$ cat src/rtl/axi_to_bus.sv
`default_nettype none
//==============================================================================
// Module   : axi_to_bus
// Brief    : AXI3 32-bit slave that turns read/write bursts into MemoryBus word
//            requests, one AXI transaction in flight at a time.
//            Optional macro AXI_TO_BUS_SLVERR_EN: non-INCR / non-4-byte bursts
//            are answered with SLVERR and produce no bus traffic.
// Revision : 1.0 - initial release
//==============================================================================
module axi_to_bus #(
    parameter int ID_W       = 6,
    parameter int BUS_ADDR_W = 30,
    parameter int BUS_DATA_W = 24,
    parameter int BUS_ID_W   = 8
) (
    input  logic                  clk,
    input  logic                  rst,
    // write address
    input  logic                  awvalid,
    output logic                  awready,
    input  logic [31:0]           awaddr,
    input  logic [ID_W-1:0]       awid,
    input  logic [3:0]            awlen,
    input  logic [2:0]            awsize,
    input  logic [1:0]            awburst,
    // write data
    input  logic                  wvalid,
    output logic                  wready,
    input  logic [31:0]           wdata,
    input  logic [3:0]            wstrb,
    input  logic                  wlast,
    input  logic [ID_W-1:0]       wid,
    // write response
    output logic                  bvalid,
    input  logic                  bready,
    output logic [ID_W-1:0]       bid,
    output logic [1:0]            bresp,
    // read address
    input  logic                  arvalid,
    output logic                  arready,
    input  logic [31:0]           araddr,
    input  logic [ID_W-1:0]       arid,
    input  logic [3:0]            arlen,
    input  logic [2:0]            arsize,
    input  logic [1:0]            arburst,
    // read data
    output logic                  rvalid,
    input  logic                  rready,
    output logic [31:0]           rdata,
    output logic [ID_W-1:0]       rid,
    output logic [1:0]            rresp,
    output logic                  rlast,
    // MemoryBus request
    output logic                  msValid,
    input  logic                  msTaken,
    output logic                  msWrite,
    output logic [BUS_ADDR_W-1:0] msAddress,
    output logic [BUS_DATA_W-1:0] msData,
    output logic [BUS_ID_W-1:0]   msID,
    // MemoryBus response
    input  logic                  smValid,
    output logic                  smTaken,
    input  logic [BUS_DATA_W-1:0] smData,
    input  logic [BUS_ID_W-1:0]   smID
);

    localparam logic [1:0] c_st_idle   = 2'd0;
    localparam logic [1:0] c_st_write  = 2'd1;
    localparam logic [1:0] c_st_wresp  = 2'd2;
    localparam logic [1:0] c_st_read   = 2'd3;

    localparam logic [1:0] c_resp_okay   = 2'b00;
    localparam logic [1:0] c_resp_slverr = 2'b10;

    logic [1:0]            r_state;
    logic [1:0]            w_state_next;
    logic                  r_last_rd;
    logic [BUS_ADDR_W-1:0] r_addr;
    logic [ID_W-1:0]       r_id;
    logic [3:0]            r_len;
    logic [3:0]            r_wcnt;
    logic [4:0]            r_issued;
    logic [3:0]            r_returned;

    logic w_pick_rd;
    logic w_pick_wr;
    logic w_accept_wr;
    logic w_accept_rd;
    logic w_beat;
    logic w_issue;
    logic w_ret;
    logic w_issue_pend;
    logic w_err;

    // Round robin: on a tie the read wins only if the previous grant was a write.
    assign w_pick_rd    = arvalid && (!awvalid || !r_last_rd);
    assign w_pick_wr    = awvalid && !w_pick_rd;
    assign w_issue_pend = (r_issued <= {1'b0, r_len});

`ifdef AXI_TO_BUS_SLVERR_EN
    logic r_err;
    logic w_bad_aw;
    logic w_bad_ar;
    logic w_unused;

    assign w_bad_aw = (awburst != 2'b01) || (awsize != 3'b010);
    assign w_bad_ar = (arburst != 2'b01) || (arsize != 3'b010);
    assign w_err    = r_err;

    always_ff @(posedge clk) begin
        if (rst) begin
            r_err <= 1'b0;
        end else if (w_accept_wr || w_accept_rd) begin
            r_err <= w_accept_rd ? w_bad_ar : w_bad_aw;
        end
    end

    assign w_unused = ^{wstrb, wlast, awaddr[1:0], araddr[1:0],
                        wdata[31:BUS_DATA_W], smID[BUS_ID_W-1:ID_W]};
`else
    logic w_unused;

    assign w_err    = 1'b0;
    assign w_unused = ^{wstrb, wlast, awaddr[1:0], araddr[1:0],
                        wdata[31:BUS_DATA_W], smID[BUS_ID_W-1:ID_W],
                        awsize, awburst, arsize, arburst};
`endif

    always_ff @(posedge clk) begin
        if (rst) begin
            r_state <= c_st_idle;
        end else begin
            r_state <= w_state_next;
        end
    end

    always_comb begin
        w_state_next = r_state;
        awready      = 1'b0;
        arready      = 1'b0;
        wready       = 1'b0;
        bvalid       = 1'b0;
        bid          = '0;
        bresp        = c_resp_okay;
        rvalid       = 1'b0;
        rdata        = '0;
        rid          = '0;
        rresp        = c_resp_okay;
        rlast        = 1'b0;
        msValid      = 1'b0;
        msWrite      = 1'b0;
        msAddress    = r_addr;
        msData       = '0;
        msID         = BUS_ID_W'(r_id);
        smTaken      = 1'b1;
        w_accept_wr  = 1'b0;
        w_accept_rd  = 1'b0;
        w_beat       = 1'b0;
        w_issue      = 1'b0;
        w_ret        = 1'b0;

        case (r_state)
            c_st_idle: begin
                if (!rst) begin
                    awready     = !w_pick_rd;
                    arready     = !w_pick_wr;
                    w_accept_wr = w_pick_wr;
                    w_accept_rd = w_pick_rd;
                    if (w_pick_wr) begin
                        w_state_next = c_st_write;
                    end else if (w_pick_rd) begin
                        w_state_next = c_st_read;
                    end
                end
            end

            c_st_write: begin
                if (w_err) begin
                    // Drain the data beats without touching the bus.
                    wready = 1'b1;
                    w_beat = wvalid;
                end else begin
                    msValid = wvalid;
                    msWrite = 1'b1;
                    msData  = wdata[BUS_DATA_W-1:0];
                    msID    = BUS_ID_W'(wid);
                    wready  = msTaken;
                    w_beat  = wvalid && msTaken;
                end
                if (w_beat && (r_wcnt == r_len)) begin
                    w_state_next = c_st_wresp;
                end
            end

            c_st_wresp: begin
                bvalid = 1'b1;
                bid    = r_id;
                bresp  = w_err ? c_resp_slverr : c_resp_okay;
                if (bready) begin
                    w_state_next = c_st_idle;
                end
            end

            c_st_read: begin
                rlast = (r_returned == r_len);
                if (w_err) begin
                    rvalid = 1'b1;
                    rid    = r_id;
                    rresp  = c_resp_slverr;
                    w_ret  = rready;
                end else begin
                    msValid = w_issue_pend;
                    w_issue = w_issue_pend && msTaken;
                    rvalid  = smValid;
                    rdata   = 32'(smData);
                    rid     = smID[ID_W-1:0];
                    smTaken = rready;
                    w_ret   = smValid && rready;
                end
                if (w_ret && rlast) begin
                    w_state_next = c_st_idle;
                end
            end

            default: begin
                w_state_next = c_st_idle;
            end
        endcase
    end

    always_ff @(posedge clk) begin
        if (rst) begin
            r_last_rd  <= 1'b1;
            r_addr     <= '0;
            r_id       <= '0;
            r_len      <= '0;
            r_wcnt     <= '0;
            r_issued   <= '0;
            r_returned <= '0;
        end else if (w_accept_wr || w_accept_rd) begin
            r_last_rd  <= w_accept_rd;
            r_addr     <= w_accept_rd ? araddr[BUS_ADDR_W+1:2] : awaddr[BUS_ADDR_W+1:2];
            r_id       <= w_accept_rd ? arid : awid;
            r_len      <= w_accept_rd ? arlen : awlen;
            r_wcnt     <= '0;
            r_issued   <= '0;
            r_returned <= '0;
        end else begin
            // Address wraps modulo the bus address space; no 4 KB boundary logic.
            if (w_beat) begin
                r_addr <= r_addr + BUS_ADDR_W'(1);
                r_wcnt <= r_wcnt + 4'd1;
            end
            if (w_issue) begin
                r_addr   <= r_addr + BUS_ADDR_W'(1);
                r_issued <= r_issued + 5'd1;
            end
            if (w_ret) begin
                r_returned <= r_returned + 4'd1;
            end
        end
    end

endmodule
`default_nettype wire

$ cat config.mk
export PLATFORM = sky130hd
export DESIGN_NAME = axi_to_bus
export DESIGN_NICKNAME = d
export VERILOG_FILES = /design/src/rtl/axi_to_bus.sv
export SDC_FILE = /design/constraint.sdc
export NUM_CORES = 1
export LEC_CHECK = 0
export CORE_ASPECT_RATIO = 0.75
export CORE_MARGIN = 3
export CORE_UTILIZATION = 36
export CTS_BUF_LIST = sky130_fd_sc_hd__clkbuf_8
export DETAILED_ROUTE_END_ITERATION = 12
export GPL_TIMING_DRIVEN = 0
export PLACE_DENSITY = 0.9
export SKIP_LAST_GASP = 1
export SLEW_MARGIN = 25
export SYNTH_ARGS = -nofsm -noshare
export SYNTH_HDL_FRONTEND = slang
export SYNTH_SLANG_ARGS = --single-unit
$ cat constraint.sdc
create_clock -name clk -period 2.8 [get_ports clk]
set_input_delay 0.42 -clock clk [delete_from_list [all_inputs] [get_ports clk]]
set_output_delay 0.42 -clock clk [all_outputs]
set_load 0.02 [all_outputs]
==> Yosys cells after proc, flatten, opt, wreduce, memory -nomap -nowiden <==
Cells that the tools add are included.
{ "totals": {"reg_bits": 56, "inputBits": 178, "output_inout_bits": 119, "wordCells": 76} }
{ "classes": {"add_sub_neg": 4, "n_lt_le_gt_ge": 1, "eq_ne": 9, "n_mux": 37, "n_reduce_logical": 17} }
{ "op_table": {"columns": ["op", "n"], "rows": [
  ["two-way mux 30 bit", 4],
  ["two-way mux 24 bit", 2],
  ["adder 30 x 1 -> 30 bit, second input constant", 1],
  ["two-way mux 6 bit", 4],
  ["two-way mux 1 bit", 19],
  ["two-way mux 2 bit", 5],
  ["adder 4 x 1 -> 4 bit, second input constant", 2],
  ["equality test 4 bit", 2],
  ["case mux 2 bit (4 select lines)", 1],
  ["logical AND 1 bit", 7],
  ["inequality test 2 bit, second input constant", 3],
  ["adder 5 x 1 -> 5 bit, second input constant", 1],
  ["less-or-equal comparator 5 x 4 -> 1 bit", 1],
  ["equality test 2 bit, second input constant", 2],
  ["logical NOT 1 bit", 4],
  ["two-way mux 4 bit", 1],
  ["AND reduction 4 bit", 1],
  ["inequality test 3 bit, second input constant", 1],
  ["nonzero test 3 bit", 1],
  ["equality test 2 x 1 -> 1 bit, second input constant", 1],
  ["logical NOT 2 bit", 1],
  ["logical OR 1 bit", 2],
  ["case mux 1 bit (2 select lines)", 1],
  ["OR reduction 2 bit", 1]
]} }

==> Depth between registers and ports, before layout <==
{ "logic_depth": {"word_depth": 9, "ltp_mapped": 9} }

==> Worst setup path before layout <==
OpenSTA, ideal clock, no wires.
{ "synth_timing": {"path_kind": "reg2reg", "startpoint": "reg r_len[3]", "endpoint": "reg r_addr[23], in the netlist msAddress[23]", "t_arrival_ns": 2.036, "required_ns": 2.681, "path_slack_ns": 0.645, "path_stages_with_launch": 9, "n_path_buf": 1, "synth_period_minus_slack_ns": 2.155, "path_cell_list": "dfxtp_1 -> inv_1 -> ha_1 -> nand4_1 -> o31a_1 -> buf_2 -> a2111oi_2 -> a21oi_1 -> o221a_1"} }
{ "synth_via": {"elab_chain_cells": 5, "word_cells_on_any_way": 6} }
{ "synth_rtl": {"columns": ["item", "line", "text"], "rows": [
  ["start: declaration", "80", "logic [3:0] r_len;"],
  ["start signal: assignment", "244", "r_len <= w_accept_rd ? arlen : awlen;"],
  ["less-or-equal comparator 5 x 4 -> 1 bit *", "98", "assign w_issue_pend = (r_issued <= {1'b0, r_len});"],
  ["logical AND 1 bit *", "213", "w_issue = w_issue_pend && msTaken;"],
  ["two-way mux 1 bit *", "162", "case (r_state)"],
  ["two-way mux 30 bit", "254", "if (w_issue) begin"],
  ["two-way mux 30 bit", "240", "end else if (w_accept_wr || w_accept_rd) begin"],
  ["end signal: assignment", "242", "r_addr <= w_accept_rd ? araddr[BUS_ADDR_W+1:2] : awaddr[BUS_ADDR_W+1:2];"],
  ["end signal: assignment", "251", "r_addr <= r_addr + BUS_ADDR_W'(1);"],
  ["end signal: assignment", "255", "r_addr <= r_addr + BUS_ADDR_W'(1);"],
  ["end: declaration", "78", "logic [BUS_ADDR_W-1:0] r_addr;"]
]} }
Every way passes the cells marked *; elsewhere a longest branch is shown, timed or not.
A chain may end at the register's enable or synchronous reset.

==> Final worst setup path <==
{ "layout_timing": {"startpoint": "reg r_state[0]", "endpoint": "out msData[21]"} }
{ "layout_via": {"elab_chain_cells": 2} }
{ "layout_rtl": {"columns": ["item", "line", "text"], "rows": [
  ["start: declaration", "75", "logic [1:0] r_state;"],
  ["start signal: assignment", "131", "r_state <= c_st_idle;"],
  ["start signal: assignment", "133", "r_state <= w_state_next;"],
  ["equality test 2 x 1 -> 1 bit", "162", null],
  ["two-way mux 24 bit", "162", null],
  ["end: declaration", "58", "output logic [BUS_DATA_W-1:0] msData,"]
]} }
Every way passes these cells.

==> results.json <==
{
  "setup_viol": 0,
  "power_mw": 4.255,
  "critPathArrivalTime_ns": 2.31,
  "io_buffers": 253,
  "dieArea_sq_um": 12860,
  "area_growth_syn_to_layout_pct": 69.89,
  "clock_latency_ns": 0.33,
  "crit_family": "buffers and inverters",
  "endpoint_kind": "output port",
  "place_congestion": 0.9441,
  "rsz0062_at_grt": "yes",
  "die_y_microns": 98.95,
  "yosys_warnings": 0,
  "postCtsHoldBufs": 0,
  "dieWidth_microns": 129.9,
  "clock_path_buffers": 2,
  "fin_skew_ns": 0.02338,
  "max_freq_mhz": 366.8,
  "start_util": 0.3747,
  "synthTopCellsByArea": "dfxtp_1 (27%), and3_1 (5.4%), xnor2_1 (5.1%)",
  "power_density_nw_per_um2": 604.0,
  "fp-row-count": 33,
  "final_util": 0.6366,
  "drc_errors": 0,
  "first_global_vias": 4743,
  "period_minus_slack_ns": 2.726,
  "cts_root_buf": "clkbuf_8",
  "cp_max_fo": 10,
  "post-place-ws_ns": -0.1349,
  "drt_iter0_drc": 461,
  "yosysTopAreaCellShare": 0.2704,
  "drive_gt1_frac": 0.1047,
  "critPathBufInv": 4,
  "tightest_slew_ns": 0.7094,
  "routed_wl_microns": 17340,
  "outcome": "completed",
  "ant_nets": 0,
  "yosysSeqAreaShare": 0.2704,
  "holdWs_ns": 0.5179,
  "vias": 4986,
  "syn_area_sq_um": 4146,
  "post_drt_wl_per_cell_microns": 18.43,
  "timing.final.ws_setup_ns": 0.07374,
  "core_sq_um": 11070,
  "clk_pin_slew_worst_paths_ns": 0.10,
  "setup-tns-final_ns": 0,
  "syn_area_per_cell_sq_um": 7.989,
  "grt_use_total": 0.2585,
  "max_cap_violations": 0,
  "htreeDepth": 2,
  "slew_headroom": 0.5227,
  "netlist_instances": 519,
  "startpoint_type": "flop",
  "cts_tree": "done",
  "path_cells": "buf_4, inv_1, nor2_4, clkbuf_2, and2_1, clkdlybuf4s50_1",
  "yosysTopAreaCell": "dfxtp_1",
  "synth_edf_count": 0,
  "max_stage_delay_ns": 0.63,
  "grt_max_degree": 19,
  "slowest_stage": "clkdlybuf4s50_1",
  "final_max_slew_viol_count": 0,
  "peakVddDrop_mv": 0.2674,
  "ys.flop_type": "dfxtp_1",
  "hp-class": "reg -> reg",
  "layout.nets": 978,
  "synthArstFlopShare": 0,
  "cts_buffers": 5,
  "gr-total-overflow": 0,
  "dp_hpwl_microns": 13960,
  "drtPass1Iterations": 5,
  "synth_seq_cells": 56,
  "path_class": "reg -> out",
  "p_leak_nw": 2.721,
  "hold_viol_final": 0,
  "layout_commonest_cell": "clkdlybuf4s50_1",
  "ios": 297,
  "synth_cell_type_count": 57,
  "antenna_found_initial": 8,
  "numClockSinks": 56,
  "crit_required_ns": 2.38,
  "final_cell_mix": "clkdlybuf4s50_1 (247), dfxtp_1 (53), nand2_1 (48), and3_1 (36), and2_1 (33)",
  "finalCritPeriodShare": 0.9737,
  "vias_per_cell": 5.299,
  "grt_pass1_wl_microns": 26300
}
==> worst register-to-register path, stage by stage, from the launching register on <==
cell       delay [ns]
dfxtp_1          0.44
inv_1            0.07
ha_1             0.30
nand4_1          0.11
o31a_1           0.30
buf_2            0.21
a2111oi_2        0.55
a21oi_1          0.14
o221a_1          0.26
==> metal layers <==
metal	GRT usage	wire length, microns	up-vias	part of all wire
li1	-	-	2420	-
met1	0.3655	7825	2297	0.45
met2	0.3861	7765	235	0.45
met3	0.05200	1178	34	0.068
met4	0.09984	571	0	0.033
met5	0	0	-	0
==> metrics by stage <==
step | instance area, sq um | std cells
6_report | 7044 | 941
3_3_place_gp | 6903 | 925
2_1_floorplan | 4195 | 532
5_1_grt | 7044 | 941
4_1_cts | 7008 | 933
3_5_place_dp | 6903 | 925
==> synth_stat cells, drive strengths merged, types with 2 or more instances <==
master / instances
a2111oi: 6
a211oi: 7
a21o: 2
a21oi: 26
a22o: 5
a2bb2oi: 2
a311oi: 10
a31oi: 9
a41oi: 2
and2: 33
and3: 36
and4: 6
buf: 26
clkbuf: 26
dfxtp: 56
ha: 8
inv: 15
mux2: 18
mux2i: 12
nand2: 48
nand2b: 2
nand3: 16
nand4: 8
nand4b: 2
nor2: 33
nor2b: 2
nor3: 6
nor4: 7
o211a: 2
o211ai: 2
o21ai: 13
o221a: 2
o22ai: 13
o31a: 2
o41ai: 2
or2: 5
or3: 2
xnor2: 24
xor2: 10
==> registers in the layout, summed over array words and instances (netlist names) <==
| register | cells |
|---|---|
| r_issued | 5 |
| r_returned | 4 |
| r_wcnt | 4 |
| r_len | 4 |
| msAddress | 30 |
| r_id | 6 |
| r_state | 2 |
| r_last_rd | 1 |
==> power by group <==
group          leakage (nW)  switching [mW]  total, mW  internal (mW)
Combinational          2.22            1.41       2.62           1.22
Clock                0.0446           0.297      0.476          0.179
Sequential            0.459           0.202       1.16          0.955
==> what timing repair did <==
action                     in CTS  in global routing
cloned                          0                  0
setup endpoints to repair      61                 53
pin swaps                       0                  1
gates resized for setup        11                 14
setup buffers                   0                  0
==> path summary, 6_finish.rpt <==
check                                to                     from  cells past startpoint  slack [ns]
max reg2reg  msAddress[23]$_SDFFE_PP0P_    r_len[1]$_SDFFE_PP0N_                      8        0.35
min                r_id[2]$_SDFFE_PP0N_     r_id[2]$_SDFFE_PP0N_                      2        0.52
min reg2reg        r_id[2]$_SDFFE_PP0N_     r_id[2]$_SDFFE_PP0N_                      2        0.52
max                          msData[21]  r_state[0]$_SDFFE_PP0P_                      6        0.07
==> cell families after synthesis <==
group	count (synthesis)	synth area share
AO/OA/AOI/OAI	114	0.2109
XOR/XNOR	34	0.07182
adder cells (fa/ha/maj)	8	0.02414
buffers and inverters	67	0.07755
flip-flops	56	0.2704
multiplexers	30	0.07785
other	1	0.0009044
AND/OR/NAND/NOR	209	0.2664
==> area by class of cell <==
cell class / count / area, sq um
flip-flops and latches: 56 / 1125
well taps: 140 / 175.2
plain buffers: 52 / 275.3
multi-input cells: 409 / 2766
clock buffers: 5 / 68.82
clock inverters: 3 / 21.27
repair buffers: 253 / 2536
inverters: 15 / 56.30
fillers: 928 / 4021
diodes: 8 / 20.02
No activity file was read; power rests on OpenSTA's default activity.
